==> config.mk <==
export PLATFORM = sky130hd
export DESIGN_NAME = cluster_controller
export DESIGN_NICKNAME = d
export VERILOG_FILES = /design/src/rtl/cluster_controller.sv
export SDC_FILE = /design/constraint.sdc
export NUM_CORES = 1
export LEC_CHECK = 0
export ABC_CLOCK_PERIOD_IN_PS = 8600
export CAP_MARGIN = 20
export CORE_AREA = 5 5 250 252
export CTS_CLUSTER_DIAMETER = 100
export DETAILED_ROUTE_END_ITERATION = 8
export DIE_AREA = 0 0 255 257
export PLACE_DENSITY_LB_ADDON = 0.12
export SYNTH_ARGS = -nofsm -noshare
export SYNTH_HDL_FRONTEND = slang
export SYNTH_SLANG_ARGS = --single-unit
export TNS_END_PERCENT = 10
==> constraint.sdc <==
create_clock -name clk -period 8.6 [get_ports clk]
set_input_delay 1.72 -clock clk [delete_from_list [all_inputs] [get_ports clk]]
set_output_delay 1.72 -clock clk [all_outputs]
set_load 0.01 [all_outputs]
==> src/rtl/cluster_controller.sv <==
// Issue/dispatch controller for a cluster of NUM_PE PEs: fetches an aligned
// bundle, dispatches its longest hazard-free prefix, waits for completion.
// Latency: 3 cycles fetch-to-dispatch (FETCH, LOAD, CHECK).
// Backpressure: holds dispatch in WAIT until every issued lane reports complete.
// Ports:
//   clk, reset           rising-edge clock; asynchronous active-low reset
//   instruction_mem      fetched bundle, lane i at [XLEN*i +: XLEN]
//   PCsIM, InstReadEn    per-lane fetch address and read enable
//   PCinPE               PC of the instruction dispatched to PE i
//   instruction_outPE    instruction dispatched to PE i (0 = idle)
//   PCoutPE              next PC reported by each PE (used after control flow)
//   execution_complete   per-PE completion level, sampled in WAIT
module cluster_controller #(
  parameter int              NUM_PE   = 4,
  parameter int              XLEN     = 32,
  parameter logic [XLEN-1:0] RESET_PC = '0
) (
  input  logic                   clk,
  input  logic                   reset,
  input  logic [NUM_PE*XLEN-1:0] instruction_mem,
  output logic [NUM_PE*XLEN-1:0] PCsIM,
  output logic [NUM_PE-1:0]      InstReadEn,
  output logic [NUM_PE*XLEN-1:0] PCinPE,
  output logic [NUM_PE*XLEN-1:0] instruction_outPE,
  input  logic [NUM_PE*XLEN-1:0] PCoutPE,
  input  logic [NUM_PE-1:0]      execution_complete
);

  localparam logic [2:0] ST_IDLE     = 3'd0;
  localparam logic [2:0] ST_FETCH    = 3'd1;
  localparam logic [2:0] ST_LOAD     = 3'd2;
  localparam logic [2:0] ST_CHECK    = 3'd3;
  localparam logic [2:0] ST_DISPATCH = 3'd4;
  localparam logic [2:0] ST_WAIT     = 3'd5;

  localparam logic [6:0] OP_REG    = 7'b0110011;
  localparam logic [6:0] OP_IMM    = 7'b0010011;
  localparam logic [6:0] OP_LOAD   = 7'b0000011;
  localparam logic [6:0] OP_STORE  = 7'b0100011;
  localparam logic [6:0] OP_LUI    = 7'b0110111;
  localparam logic [6:0] OP_AUIPC  = 7'b0010111;
  localparam logic [6:0] OP_BRANCH = 7'b1100011;
  localparam logic [6:0] OP_JAL    = 7'b1101111;
  localparam logic [6:0] OP_JALR   = 7'b1100111;

  logic [2:0]             state_q, state_d;
  logic [XLEN-1:0]        base_q, base_d;
  logic [NUM_PE*XLEN-1:0] bundle_q, bundle_d;
  logic [NUM_PE-1:0]      mask_q, mask_d;

  // Per-lane decode of the captured bundle. A register field only counts
  // when the opcode really uses it and it is not x0.
  logic [NUM_PE-1:0][4:0] rd_f, rs1_f, rs2_f;
  logic [NUM_PE-1:0]      wr_v, r1_v, r2_v, st_v, ld_v, cf_v;

  always_comb begin
    for (int i = 0; i < NUM_PE; i++) begin
      logic [XLEN-1:0] ins;
      logic [6:0]      opc;
      ins      = bundle_q[i*XLEN +: XLEN];
      opc      = ins[6:0];
      rd_f[i]  = ins[11:7];
      rs1_f[i] = ins[19:15];
      rs2_f[i] = ins[24:20];
      wr_v[i]  = (opc == OP_REG || opc == OP_IMM || opc == OP_LOAD || opc == OP_LUI ||
                  opc == OP_AUIPC || opc == OP_JAL || opc == OP_JALR) && (rd_f[i] != 5'd0);
      r1_v[i]  = (opc == OP_REG || opc == OP_IMM || opc == OP_LOAD || opc == OP_STORE ||
                  opc == OP_BRANCH || opc == OP_JALR) && (rs1_f[i] != 5'd0);
      r2_v[i]  = (opc == OP_REG || opc == OP_STORE || opc == OP_BRANCH) && (rs2_f[i] != 5'd0);
      st_v[i]  = (opc == OP_STORE);
      ld_v[i]  = (opc == OP_LOAD);
      cf_v[i]  = (opc == OP_BRANCH || opc == OP_JAL || opc == OP_JALR);
    end
  end

  // Issue mask: contiguous prefix. A lane stops the prefix if it conflicts
  // with any older lane or if an older lane redirects control flow.
  logic [NUM_PE-1:0] mask_c;
  always_comb begin
    logic hz;
    logic cf_seen;
    mask_c    = '0;
    mask_c[0] = 1'b1;
    cf_seen   = cf_v[0];
    hz        = 1'b0;
    for (int j = 1; j < NUM_PE; j++) begin
      hz = 1'b0;
      for (int k = 0; k < j; k++) begin
        // RAW
        if (wr_v[k] && r1_v[j] && rs1_f[j] == rd_f[k]) hz = 1'b1;
        if (wr_v[k] && r2_v[j] && rs2_f[j] == rd_f[k]) hz = 1'b1;
        // WAW
        if (wr_v[k] && wr_v[j] && rd_f[j] == rd_f[k]) hz = 1'b1;
        // WAR
        if (wr_v[j] && r1_v[k] && rd_f[j] == rs1_f[k]) hz = 1'b1;
        if (wr_v[j] && r2_v[k] && rd_f[j] == rs2_f[k]) hz = 1'b1;
        // Memory ordering behind an older store
        if (st_v[k] && (ld_v[j] || st_v[j])) hz = 1'b1;
      end
      mask_c[j] = mask_c[j-1] & ~hz & ~cf_seen;
      cf_seen   = cf_seen | cf_v[j];
    end
  end

  // Next bundle base: redirect through the last issued lane if it is control
  // flow, otherwise step past the issued prefix (wraps modulo 2^XLEN).
  logic [XLEN-1:0] base_next;
  logic            all_done;
  always_comb begin
    logic [XLEN-1:0] cnt;
    logic            last_cf;
    logic [XLEN-1:0] last_pc;
    cnt     = '0;
    last_cf = 1'b0;
    last_pc = '0;
    for (int i = 0; i < NUM_PE; i++) begin
      if (mask_q[i]) begin
        cnt     = cnt + XLEN'(1);
        last_cf = cf_v[i];
        last_pc = PCoutPE[i*XLEN +: XLEN];
      end
    end
    base_next = last_cf ? last_pc : (base_q + (cnt << 2));
    all_done  = ((execution_complete & mask_q) == mask_q);
  end

  always_comb begin
    state_d  = state_q;
    base_d   = base_q;
    bundle_d = bundle_q;
    mask_d   = mask_q;
    case (state_q)
      ST_IDLE:     state_d = ST_FETCH;
      ST_FETCH:    state_d = ST_LOAD;
      ST_LOAD: begin
        bundle_d = instruction_mem;
        state_d  = ST_CHECK;
      end
      ST_CHECK: begin
        mask_d  = mask_c;
        state_d = ST_DISPATCH;
      end
      ST_DISPATCH: state_d = ST_WAIT;
      ST_WAIT: begin
        if (all_done) begin
          base_d  = base_next;
          state_d = ST_FETCH;
        end
      end
      default:     state_d = ST_IDLE;
    endcase
  end

  always_ff @(posedge clk or negedge reset) begin
    if (!reset) begin
      state_q  <= ST_IDLE;
      base_q   <= RESET_PC;
      bundle_q <= '0;
      mask_q   <= '0;
    end else begin
      state_q  <= state_d;
      base_q   <= base_d;
      bundle_q <= bundle_d;
      mask_q   <= mask_d;
    end
  end

  // Outputs decode from registered state only, so an asynchronous reset
  // forces them to zero immediately and leaving WAIT clears dispatch.
  always_comb begin
    PCsIM             = '0;
    InstReadEn        = '0;
    PCinPE            = '0;
    instruction_outPE = '0;
    for (int i = 0; i < NUM_PE; i++) begin
      if (state_q == ST_FETCH || state_q == ST_LOAD) begin
        PCsIM[i*XLEN +: XLEN] = base_q + XLEN'(4 * i);
        InstReadEn[i]         = 1'b1;
      end
      if ((state_q == ST_DISPATCH || state_q == ST_WAIT) && mask_q[i]) begin
        PCinPE[i*XLEN +: XLEN]            = base_q + XLEN'(4 * i);
        instruction_outPE[i*XLEN +: XLEN] = bundle_q[i*XLEN +: XLEN];
      end
    end
  end

endmodule

# Yosys cells after proc, flatten, opt, wreduce, memory -nomap -nowiden
# Index checks and enable logic that the tools add are counted.
[totals] in_bits=262 output_inout_bits=388 register_bits=167
[op_classes] n_mux=64 n_bitwise=14 n_eq_ne=73 add_sub_neg=7 reduce_logical=153
[op_table] op="2-to-1 mux 32 bit" count=17
[op_table] op="== test 5 bit" count=30
[op_table] op="2-to-1 mux 30 bit" count=3
[op_table] op="== test 7 x 6 -> 1 bit (second input constant)" count=12
[op_table] op="== test 7 bit (second input constant)" count=12
[op_table] op="logical AND 1 bit" count=82
[op_table] op="adder 32 x 4 -> 32 bit (second input constant)" count=2
[op_table] op="adder 30 x 1 -> 30 bit (second input constant)" count=2
[op_table] op="nonzero test 5 bit" count=12
[op_table] op="logical OR 1 bit" count=57
[op_table] op="== test 7 x 5 -> 1 bit (second input constant)" count=8
[op_table] op="2-to-1 mux 1 bit" count=42
[op_table] op="adder 32 x 3 -> 32 bit (second input constant)" count=1
[op_table] op="adder 32 bit" count=1
[op_table] op="== test 7 x 2 -> 1 bit (second input constant)" count=4
[op_table] op="case mux 3 bit (6 select lines)" count=1
[op_table] op="== test 3 x 2 -> 1 bit (second input constant)" count=2
[op_table] op="== test 3 bit (second input constant)" count=2
[op_table] op="NOT 1 bit" count=6
[op_table] op="bitwise AND 1 bit" count=5
[op_table] op="bitwise AND 4 bit" count=1
[op_table] op="== test 4 bit" count=1
[op_table] op="== test 3 x 1 -> 1 bit (second input constant)" count=1
[op_table] op="logical NOT 3 bit" count=1
[op_table] op="other kinds (5)" count=6

# Logic depth before layout (Yosys ltp)
[logic_depth] depth_word=31 mapped_depth=17 depth_no_buf=14

# Least setup slack after synthesis
# OpenSTA, ideal clock, no wires.
[synth_path] path_type="register -> output" start="register base_q[3]" end="output port PCinPE[87]" arrival_ns=2.183 path_buffers=1 slack_ns=4.697 required_ns=6.880 path_stages_with_launch=9 cell_sequence="dfrtp_1 -> ha_1 -> clkbuf_1 -> nand3_1 -> nor3_1 -> and2_1 -> nand2_1 -> xor2_1 -> nor2_1"
[synth_via] elab_chain_cells=2
[synth_rtl] item="start: declaration" line_no="47" rtl="logic [XLEN-1:0] base_q, base_d;"
[synth_rtl] item="start signal: assignment" line_no="162" rtl="base_q <= base_d;"
[synth_rtl] item="adder 32 x 4 -> 32 bit" line_no="181" rtl="PCinPE[i*XLEN +: XLEN] = base_q + XLEN'(4 * i);"
[synth_rtl] item="2-to-1 mux 32 bit" line_no="180" rtl="if ((state_q == ST_DISPATCH || state_q == ST_WAIT) && mask_q[i]) begin"
[synth_rtl] item="end: declaration" line_no="23" rtl="output logic [NUM_PE*XLEN-1:0] PCinPE,"
# Every way passes these cells.

# Worst setup path after layout
[layout_path] start="register state_q[2]" end="output port instruction_outPE[40]"
[layout_via] elab_chain_cells=4
[layout_rtl] item="start: declaration" line_no="46" rtl="logic [2:0] state_q, state_d;"
[layout_rtl] item="start signal: assignment" line_no="161" rtl="state_q <= state_d;"
[layout_rtl] item="== test 3 bit" line_no="180"
[layout_rtl] item="logical OR 1 bit *" line_no="180"
[layout_rtl] item="logical AND 1 bit *" line_no="180"
[layout_rtl] item="2-to-1 mux 32 bit *" line_no="180"
[layout_rtl] item="end: declaration" line_no="24" rtl="output logic [NUM_PE*XLEN-1:0] instruction_outPE,"
# Every way passes the cells marked *; elsewhere a longest branch is shown, timed or not.

==> out/metrics.yaml <==
post-route-min-period_ps: 5570
cts-htree-levels: 4
worst_setup_path_end_kind: "output pin"
wl_um: 78300
critical_path.reg2reg.startpoint: "mask_q[1]"
setup_viol_count_final: 0
number_of_antenna_violations_at_the_first_check_in_global_routing: 7
synth-seq-area-share_pct: 29.4
synth_flop_cell: "dfrtp_1"
cts.root.buffer_cell: "clkbuf_16"
worst-slew-pin-transition_ps: 1030
cp.required_ps: 6880
cts.reportedPaths.clkPinSlew_ps: 70
rsz0062_at_grt: "no"
netlist_instances: 1787
min_to: "bundle_q[29]"
ant_nets: 0
cts_max_path_buffers: 2
synth.lib_cells_used.distinct: 68
tritoncts: "done"
ys_top_cells_by_area: "dfrtp_1, mux2_2, xnor2_1, nor2_1, and3_1"
placementRows: 90
reg_to_reg_slack_setup_ps: 4150
clkLatencyLatePin_ps: 480
post-dp-hpwl_um: 61000
die_y_um: 257
num_io_pins: 650
die_width_um: 255
drt-initial-drc-count: 1108
synth.avg_cell_area_sq_um: 7.96
p_per_area_mw_per_mm2: 334
critical_path.startpoint_type: "register"
post_synthesis_async_set_or_reset_flop_share_pct: 100
drc_errors_left: 0
most_used_cells_in_the_layout_excluding_fill_and_tap_cells: "clkdlybuf4s50_1, nor2_1, dfrtp_1, and3_1, mux2_2"
number_of_global_route_vias_before_repair: 15000
numClockSinks: 167
clock_skew_ps: 14.7
num-nets-final: 2542
power.leakage_nw: 8.22
core_region_area_sq_mm: 0.0599
place_worst_setup_slack_ps: 3540
combined_area_of_the_multi_input_logic_cells_sq_mm: 0.00911
cts_post_setup_buffers_inserted: 0
synthDominantCellAreaShare_pct: 29.4
via_count: 15300
regArea_sq_mm: 0.00419
gr-usage-all-layers_pct: 22.7
finalCritPeriodShare_pct: 64.8
drv_cap: 0
final_layout_size_suffix_gt1_share_pct: 9.07
ctsHoldBuffers: 0
crit_path_arrival_time_ps: 3850
min_delay_path_depth: 1
synth-warning-count: 0
post_synth_instance_area_sq_mm: 0.0142
status: "finished, final reports clean"
timing.rr.end: "base_q[31]"
die_area_sq_mm: 0.0655
cp-startpoint: "state_q[2]"
worst-setup-path-type: "register to output pin"
synth_enable_flop_cells: 0
vias_per_cell: 5.00
fin_tns_setup_ps: 0
synth.net_count: 2061
most_common_cell_after_layout_fill_and_taps_aside: "clkdlybuf4s50_1"
max_freq_mhz: 179
layout.filler_cells: 6153
placedCellCount: 3030
finalNonFillerCells: 3066
synth-seq-cells: 167
initial_utilization_pct: 23.8
netlist.top_cell.by_area: "dfrtp_1"
worstHoldPathType: "register to register"
maxSlewViolCount: 0
port_buffers: 649
drt-pass1-iter-count: 5
area.growth.synth_to_final_pct: 52.1
finalHoldViolCount: 0
cts_buffer_count: 17
gr_overflow_total: 0
reg2reg_depth: 14
critical_path_peak_fanout: 83
grt_start_max_net_pins: 101
worst_slew_margin_rel_pct: 30.5
final_critical_path_setup_slack_ps: 3030
cts_resized: 0
peakVddDrop_uv: 188
wl_per_cell_um: 25.5
worstHoldStart: "bundle_q[29]"
wire_length_of_the_first_global_routing_pass_um: 111000
gp_routability_congestion: 0.866
==> area by class of cell <==
| type | instances | share of cell area, % |
|---|---|---|
| flip-flops and latches | 167 | 19.4 |
| multi-input cells | 1389 | 42.1 |
| inverters | 17 | 0.295 |
| diodes | 3 | 0.0347 |
| clock buffers | 22 | 2.10 |
| repair buffers | 676 | 31.1 |
| clock inverters | 10 | 0.451 |
| well taps | 782 | 4.52 |
==> critical path: stages, from the launching register on <==
cell             delay, ps
dfrtp_1                440
nor2b_4                690
buf_4                  590
buf_4                  700
and3_1                 250
clkdlybuf4s50_1        570
==> flip-flops by register name, summed over array words and instances, names as in the netlist <==
signal,cells
mask_q,4
state_q,3
bundle_q,128
base_q,32
==> Yosys cell counts (13+ instances only) <==
library cell and instances:
and2_1 31, o21ai_0 45, nor4_1 19, xnor2_1 124, nand4_1 30, nand3_1 39, nor2_1 282, nor2b_1 18
nand2_1 89, clkbuf_1 145, a21oi_1 75, a22oi_1 22, buf_2 27, o22a_1 13, inv_1 16, buf_4 13
and3_1 162, mux2_2 126, nor3_1 62, dfrtp_1 167, a221oi_1 13, xor2_1 115, buf_1 25
==> cell families after synthesis <==
group | after synthesis | share of synthesized area (%)
compound gates | 235 | 10.8
xor+xnor | 239 | 14.7
fa+ha+maj | 12 | 1.11
buf+inv | 231 | 6.84
flops | 167 | 29.4
mux | 127 | 10.0
other cells | 1 | 0.0264
simple gates | 775 | 27.1
==> metal layers <==
layer  GRT usage [%]  vias up  part of all wire (%)  wire [um]
li1                -     7103                     -          -
met1            29.4     7519                    42      33200
met2            38.1      609                    48      37900
met3            5.16       76                   7.1       5540
met4            5.91        8                   1.9       1520
met5               0        -                 0.078         61
==> worst max-delay path by stage <==
| stage | endpoint | slack, ps | cells past startpoint |
|---|---|---|---|
| after CTS | instruction_outPE[40] | 2980 | 5 |
| after global placement | PCinPE[60] | 3450 | 7 |
| after detailed placement | instruction_outPE[117] | 3540 | 5 |
| after floorplan | PCinPE[87] | 4700 | 8 |
| after global routing | instruction_outPE[51] | 2780 | 5 |
| final | instruction_outPE[40] | 3030 | 5 |
==> power breakdown <==
group	switching, mW	leakage (nW)	internal, mW	total [mW]
registers	0.904	1.99	1.15	2.06
logic	2.29	5.97	2.11	4.39
clock network	0.363	0.261	0.407	0.770
total	3.55	8.22	3.66	7.22
==> through the flow <==
step / power, mW / instance area [sq um] / hold WS, ps / utilization, %
2_1_floorplan: 4.46 / 14200 / 473 / -
3_3_place_gp: 6.37 / 21000 / 481 / 35.1
3_5_place_dp: 6.45 / 21100 / 489 / 35.1
4_1_cts: 7.26 / 21600 / 505 / 36.1
5_1_grt: 7.70 / 21600 / 515 / 36.1
6_report: 7.22 / 21600 / 500 / 36.1
No activity file was read; power rests on OpenSTA's default activity.
